$ cat src/rtl/qracc_pkg.sv
// Shared types and constants for the qracc bus initiator.
package qracc_pkg;

    localparam int QRACC_BUS_BYTES = 32 / 8;

    typedef enum logic [1:0] {
        IDLE,
        ISSUE,
        RESP,
        DONE
    } qracc_state_e;

endpackage

$ cat src/rtl/qracc_bus_initiator.sv
// Burst initiator on the qracc data interface: one command becomes len single-word transfers.
// Optional stall counter port enabled by defining QRACC_BUS_INIT_PERF_EN.
module qracc_bus_initiator
    import qracc_pkg::*;
#(
    parameter int DATA_W = 32,
    parameter int ADDR_W = 32,
    parameter int LEN_W  = 16
) (
    input  logic                clk,
    input  logic                rst,
    input  logic                cmd_valid,
    output logic                cmd_ready,
    input  logic                cmd_write,
    input  logic [ADDR_W-1:0]   cmd_addr,
    input  logic [LEN_W-1:0]    cmd_len,
    input  logic                wr_valid,
    output logic                wr_ready,
    input  logic [DATA_W-1:0]   wr_data,
    output logic                rd_valid,
    input  logic                rd_ready,
    output logic [DATA_W-1:0]   rd_data,
    output logic                bus_req,
    input  logic                bus_gnt,
    output logic                bus_we,
    output logic [ADDR_W-1:0]   bus_addr,
    output logic [DATA_W-1:0]   bus_wdata,
    output logic [DATA_W/8-1:0] bus_be,
    input  logic                bus_rvalid,
    input  logic [DATA_W-1:0]   bus_rdata,
    output logic                busy,
    output logic                done
`ifdef QRACC_BUS_INIT_PERF_EN
    ,
    output logic [31:0]         perf_stall_cycles
`endif
);

    localparam int              BYTES     = DATA_W / 8;
    localparam logic [ADDR_W-1:0] ADDR_STEP = ADDR_W'(BYTES);

    qracc_state_e      state_q, state_d;
    logic [ADDR_W-1:0] addr_q, addr_d;
    logic [LEN_W-1:0]  remain_q, remain_d;
    logic              write_q, write_d;
    logic [DATA_W-1:0] rdata_q, rdata_d;
    logic              hold_q, hold_d;
    logic              word_done;

    always_ff @(posedge clk) begin
        if (rst) begin
            state_q  <= IDLE;
            addr_q   <= '0;
            remain_q <= '0;
            write_q  <= 1'b0;
            rdata_q  <= '0;
            hold_q   <= 1'b0;
        end else begin
            state_q  <= state_d;
            addr_q   <= addr_d;
            remain_q <= remain_d;
            write_q  <= write_d;
            rdata_q  <= rdata_d;
            hold_q   <= hold_d;
        end
    end

    always_comb begin
        state_d   = state_q;
        addr_d    = addr_q;
        remain_d  = remain_q;
        write_d   = write_q;
        rdata_d   = rdata_q;
        hold_d    = hold_q;
        cmd_ready = 1'b0;
        bus_req   = 1'b0;
        bus_we    = 1'b0;
        bus_wdata = '0;
        bus_be    = '0;
        wr_ready  = 1'b0;
        word_done = 1'b0;

        case (state_q)
            IDLE: begin
                cmd_ready = 1'b1;
                if (cmd_valid) begin
                    addr_d   = cmd_addr;
                    remain_d = cmd_len;
                    write_d  = cmd_write;
                    state_d  = (cmd_len == '0) ? DONE : ISSUE;
                end
            end
            ISSUE: begin
                bus_be = '1;
                if (write_q) begin
                    // Writes are posted: the grant itself retires the word.
                    bus_req   = wr_valid;
                    bus_we    = 1'b1;
                    bus_wdata = wr_data;
                    wr_ready  = bus_gnt;
                    word_done = wr_valid && bus_gnt;
                end else begin
                    bus_req = 1'b1;
                    if (bus_gnt) begin
                        state_d = RESP;
                    end
                end
            end
            RESP: begin
                if (!hold_q && bus_rvalid) begin
                    rdata_d = bus_rdata;
                    hold_d  = 1'b1;
                end
                if (hold_q && rd_ready) begin
                    hold_d    = 1'b0;
                    word_done = 1'b1;
                end
            end
            DONE: begin
                state_d = IDLE;
            end
            default: begin
                state_d = IDLE;
            end
        endcase

        if (word_done) begin
            addr_d   = addr_q + ADDR_STEP;
            remain_d = remain_q - LEN_W'(1);
            state_d  = (remain_q == LEN_W'(1)) ? DONE : ISSUE;
        end
    end

    assign bus_addr = addr_q;
    assign rd_valid = hold_q;
    assign rd_data  = rdata_q;
    assign busy     = (state_q != IDLE);
    assign done     = (state_q == DONE);

`ifdef QRACC_BUS_INIT_PERF_EN
    logic [31:0] stall_q;

    // Counts request cycles left ungranted; restarts with every new command.
    always_ff @(posedge clk) begin
        if (rst) begin
            stall_q <= '0;
        end else if (cmd_valid && cmd_ready) begin
            stall_q <= '0;
        end else if (bus_req && !bus_gnt && (stall_q != '1)) begin
            stall_q <= stall_q + 32'd1;
        end
    end

    assign perf_stall_cycles = stall_q;
`endif

endmodule

$ cat config.mk
export PLATFORM = sky130hd
export DESIGN_NAME = qracc_bus_initiator
export DESIGN_NICKNAME = d
export VERILOG_FILES = /design/src/rtl/qracc_pkg.sv /design/src/rtl/qracc_bus_initiator.sv
export SDC_FILE = /design/constraint.sdc
export NUM_CORES = 1
export LEC_CHECK = 0
export BUFFER_PORTS_ARGS = -buffer_cell sky130_fd_sc_hd__buf_4
export CORE_AREA = 5 5 104 106
export CTS_BUF_LIST = sky130_fd_sc_hd__clkbuf_2
export DETAILED_ROUTE_END_ITERATION = 16
export DIE_AREA = 0 0 109 111
export PLACE_DENSITY = 0.8
export SYNTH_ARGS = -nofsm -noshare
export SYNTH_HDL_FRONTEND = slang
export SYNTH_SLANG_ARGS = --single-unit
$ cat constraint.sdc
create_clock -name clk -period 2.5 [get_ports clk]
set_clock_uncertainty 0.05 [all_clocks]
set_input_delay 0.5 -clock clk [delete_from_list [all_inputs] [get_ports clk]]
set_output_delay 0.5 -clock clk [all_outputs]
set_load 0.01 [all_outputs]
* After elaboration in Yosys (flattened, before gate mapping)
Cells that the tools add are included.
Storage, ports and cells: register bits after elaboration 84, output and inout bits 107, latch bits 0, memories 0, bits in read-only memories 0, word-level logic and storage cells 59, bits in writable memories 0
Operators by class: div/mod/pow operators 0, bitwise logic cells 0, muxes and demuxes 28, equal/unequal tests 7, order comparisons 0, $add $sub $neg 2, reductions and logical operators 16, multiply operators 0, shift-type cells 0
Operators by type and width (number):
- 32-bit two-way mux | 5
- 16-bit two-way mux | 3
- 32-bit by 3-bit adder with 32-bit output (second input constant) | 1
- 16-bit by 1-bit == test with 1-bit output (second input constant) | 1
- 16-bit logical NOT | 1
- 16-bit by 1-bit subtractor with 16-bit output (second input constant) | 1
- 2-bit two-way mux | 6
- 1-bit two-way mux | 11
- 3-bit inequality test (second input constant) | 3
- 2-bit AND reduction | 4
- 2-bit nonzero test | 4
- 2-bit case mux with 3 select lines | 1
- 2-bit == test (second input constant) | 2
- 4-bit two-way mux | 1
- 4-bit AND reduction | 1
- 4-bit nonzero test | 1
- 1-bit logical AND | 3
- 2-bit by 1-bit == test with 1-bit output (second input constant) | 1
- 2-bit logical NOT | 1
- 1-bit case mux with 2 select lines | 1
- 1-bit logical NOT | 1

* Longest topological paths before layout
word-level depth 5, depth in mapped cells 10, depth with buffers taken out 7

* Worst setup path after synthesis
OpenSTA, ideal clock, no wires.
kind reg-to-reg, start reg state_q[1], end reg addr_q[18] (netlist: bus_addr[18]), arrival time 2.033 ns, stages on the path, launching flop included 8, setup slack 0.343 ns, buffers on the path 0, required time 2.376 ns, path through dfxtp_1 -> inv_1 -> ha_1 -> and4_2 -> o21ai_2 -> or4_4 -> or3_1 -> a31oi_1
Between the ends: word-level cells in the longest chain between the ends 4, elaborated cells on any way between the ends 8, those cells by class eq/ne: 2; mux: 2; reduce/logical: 4
RTL lines:
- start: declaration | RTL line qracc_bus_initiator.sv:42 | qracc_state_e state_q, state_d;
- start signal: assignment | RTL line qracc_bus_initiator.sv:59 | state_q <= state_d;
- 2-bit == test or 2-bit by 1-bit == test with 1-bit output (tied branches) | RTL line qracc_bus_initiator.sv:83 | case (state_q)
- 1-bit case mux with 2 select lines | RTL line qracc_bus_initiator.sv:83
- 2-bit nonzero test (no source line)
- 2-bit AND reduction (no source line)
- end signal: assignment | RTL line qracc_bus_initiator.sv:60 | addr_q <= addr_d;
- end: declaration | RTL line qracc_bus_initiator.sv:43 | logic [ADDR_W-1:0] addr_q, addr_d;
Several ways; a longest one is shown, not always the timed one. A chain may end at the register's enable or synchronous reset.

* Final worst setup path
start reg state_q[1], end reg remain_q[12]
Between the ends: word-level cells in the longest chain between the ends 4, elaborated cells on any way between the ends 8, those cells by class eq/ne: 2; mux: 2; reduce/logical: 4
RTL lines:
- 2-bit == test or 2-bit by 1-bit == test with 1-bit output (tied branches) | RTL line qracc_bus_initiator.sv:83
- 1-bit case mux with 2 select lines | RTL line qracc_bus_initiator.sv:83
- 2-bit nonzero test (no source line)
- 2-bit AND reduction (no source line)
- end signal: assignment | RTL line qracc_bus_initiator.sv:61 | remain_q <= remain_d;
- end: declaration | RTL line qracc_bus_initiator.sv:44 | logic [LEN_W-1:0] remain_q, remain_d;
Several ways; a longest one is shown, not always the timed one.

==> flow_metrics.env <==
export IMPL_syn_inst=568
export IMPL_pre_cts_slack_ns=0.254
export IMPL_grt_usage=0.250
export IMPL_final_cell_mix="buf_4, nand2_1, dfxtp_1, a21oi_1, and3_1"
export IMPL_layout_commonest_cell="buf_4"
export IMPL_seq_area_frac_synth=0.380
export IMPL_crit_slowest_cell="dfxtp_1"
export IMPL_cts_htree_levels=3
export IMPL_nets=904
export IMPL_antenna_found_initial=0
export IMPL_place_hpwl_mm=11.8
export IMPL_diodes=0
export IMPL_cts_clk_slew_worst_paths_ns=0.26
export IMPL_powerDensity_nw_per_um2=684
export IMPL_fillCellCount=848
export IMPL_start_util=0.457
export IMPL_grt_setup_unrepaired="false"
export IMPL_ys_warn_count=0
export IMPL_power_frac_comb=0.443
export IMPL_netlist_area_sq_um=4420
export IMPL_cts_buffers=9
export IMPL_post_cts_buffers=0
export IMPL_synth_edff_count=0
export IMPL_final_area_sq_um=6310
export IMPL_vias=5233
export IMPL_clk_latency_ns=0.55
export IMPL_areaGrowthSynthToFinish_pct=42.7
export IMPL_post_route_util=0.652
export IMPL_gp_congestion=0.873
export IMPL_max_stage_delay_ns=0.40
export IMPL_grt_max_degree=44
export IMPL_placed_cell_area_sq_um=6200
export IMPL_ant_nets=0
export IMPL_seq_area_sq_um=1680
export IMPL_drtIter0Drc=519
export IMPL_routed_wl_mm=15.6
export IMPL_regToRegSetupSlack_ns=0.14
export IMPL_grt_pass1_wl_mm=24.7
export IMPL_multiInputGateArea_sq_um=2490
export IMPL_overflow=0
export IMPL_timing_rr_start="state_q[1]"
export IMPL_maxCapViolCount=0
export IMPL_port_buffers=226
export IMPL_core_area_sq_um=9680
export IMPL_cts_tree="yes"
export IMPL_root_buffer="clkbuf_2"
export IMPL_firstDrtPassIters=5
export IMPL_holdPathStages=3
export IMPL_status="completed"
export IMPL_fin_ws_ns=0.142
export IMPL_cp_start_kind="register"
export IMPL_p_leak_nw=2.83
export IMPL_max_freq_mhz=424
export IMPL_path_class="register to register"
export IMPL_crit_required_ns=2.86
export IMPL_internal_power_w=0.00256
export IMPL_critPathMaxFanout=25
export IMPL_hold_viol=0
export IMPL_min_to="rd_data[11]"
export IMPL_synth_nets=696
export IMPL_fin_tns_setup_ns=0
export IMPL_ys_async_sr_fraction=0
export IMPL_worst_pin_slew_ns=0.594
export IMPL_finalCriticalPeriod_ns=2.36
export IMPL_clk_path_buf_depth=2
export IMPL_hp_class="input pin to register"
export IMPL_drc_errors=0
export IMPL_peakVddDrop_uv=490
export IMPL_relSlewSlack=0.604
export IMPL_wl_per_cell_um=17.1
export IMPL_first_global_vias=5095
export IMPL_path_cells="inv_1 -> ha_2 -> and4_2 -> o21a_1 -> buf_4 -> nand3_1 -> o311ai_0 -> a31oi_1"
export IMPL_syn_avg_cell_area_sq_um=7.79
export IMPL_rows=36
export IMPL_worstReg2RegEnd="remain_q[12]"
export IMPL_die_y_um=111
export IMPL_finalMaxSlewViolations=0
export IMPL_cts_sinks=84
export IMPL_power_share_clock=0.142
export IMPL_seq_power_share=0.415
export IMPL_ys_ff_latch=84
export IMPL_p_sw_frac=0.407
export IMPL_min_period_over_period=0.943
export IMPL_power_net_switching_w=0.00176
export IMPL_whs_ns=0.105
export IMPL_die_w_um=109
export IMPL_rr_worst_depth=8
export IMPL_cp_arrival_ns=2.72
export IMPL_worstHoldStart="bus_rdata[11]"
export IMPL_synth_flop_cell="dfxtp_1"
export IMPL_setup_viol=0
export IMPL_drive_above_1_share=0.356
export IMPL_vias_per_cell=5.73
export IMPL_synthDistinctLibCells=58
export IMPL_crit_path_end_kind="register"
export IMPL_pin_count=227
export IMPL_dieArea_sq_um=12100
==> layer usage <==
metal,vias to the layer above,track usage,share of wire
li1,2495,-,-
met5,-,0,0
met3,30,0.0565,0.084
met1,2443,0.293,0.38
met4,0,0.100,0.024
met2,265,0.434,0.51
==> layout make-up <==
type,count,share of cell area
Tap cell,133,0.0264
Sequential cell,84,0.267
Timing Repair Buffer,241,0.291
Inverter,13,0.00773
Multi-Input combinational cell,427,0.394
Clock buffer,10,0.00793
Clock inverter,6,0.00654
==> cell families (layout without fill, tap and decap cells) <==
kind of cell,after synthesis,in the layout,share of synthesized area
AND/OR/NAND/NOR,258,258,0.307
AO/OA/AOI/OAI,160,160,0.229
flip-flops,84,84,0.380
buffers and inverters,57,270,0.0588
adder cells (fa/ha/maj),8,8,0.0226
XOR/XNOR,1,1,0.00198
==> flip-flops by register name (all words and copies together) (netlist names) <==
| signal | flops |
|---|---|
| write_q | 1 |
| rd_data | 32 |
| bus_addr | 32 |
| rd_valid | 1 |
| state_q | 2 |
| remain_q | 16 |
==> Yosys cell counts (4+ instances only) <==
cell type  instances  area [sq um]
inv_1             12          45.0
a21oi_1           66           330
nand4_1           17           106
nor4_1             9          56.3
dfxtp_1           84          1680
nand2_1           99           372
o211ai_1           6          45.0
or3_1              7          43.8
a31oi_1           15          93.8
nand3_1           24           120
o21ai_0           24           120
a311oi_1           7          61.3
nor2_1            26          97.6
and3_1            39           244
clkbuf_1          30           113
nor3_1            11          55.1
a2bb2oi_1          8          70.1
a32oi_1            4          35.0
a211oi_1           7          52.6
and2_1             5          31.3
ha_1               8           100
buf_2              7          35.0
==> worst max-delay path, delay by kind of cell (launching register included) <==
family	cells	cell delay, ns
buffers and inverters	2	0.41
and+or+nand+nor	2	0.47
DFF	1	0.40
adders and majority gates	1	0.22
AOI/OAI and AO/OA	3	0.66
==> how the worst max path moves through the flow <==
stage | from | to | slack [ns] | cells after the start
after floorplan | state_q[1] | bus_addr[18] | 0.34 | 7
after global placement | state_q[0] | bus_addr[14] | 0.40 | 8
after detailed placement | state_q[0] | bus_addr[12] | 0.25 | 7
after CTS | state_q[1] | bus_req | 0.009 | 5
after global routing | state_q[1] | bus_req | 0.002 | 5
final | state_q[1] | remain_q[12] | 0.14 | 8
==> metrics by stage <==
step | power, W | cells
after global placement | 0.00363 | 898
after detailed placement | 0.00369 | 898
final | 0.00432 | 914
after CTS | 0.00430 | 914
after floorplan | 0.00290 | 568
after global routing | 0.00461 | 914
==> what timing repair did <==
action,4_1_cts,5_1_grt
endpoints found under the setup margin,0,36
hold buffers,0,0
resized for setup,0,5
==> power by group through the flow <==
stage	sequential (W)	combinational [W]	clock [W]
3_3_place_gp	0.00180	0.00183	0
3_5_place_dp	0.00181	0.00188	0
4_1_cts	0.00178	0.00188	0.000636
5_1_grt	0.00182	0.00209	0.000694
2_1_floorplan	0.00182	0.00108	0
6_report	0.00179	0.00191	0.000613
Note: power is estimated with default switching activity, not from simulation.
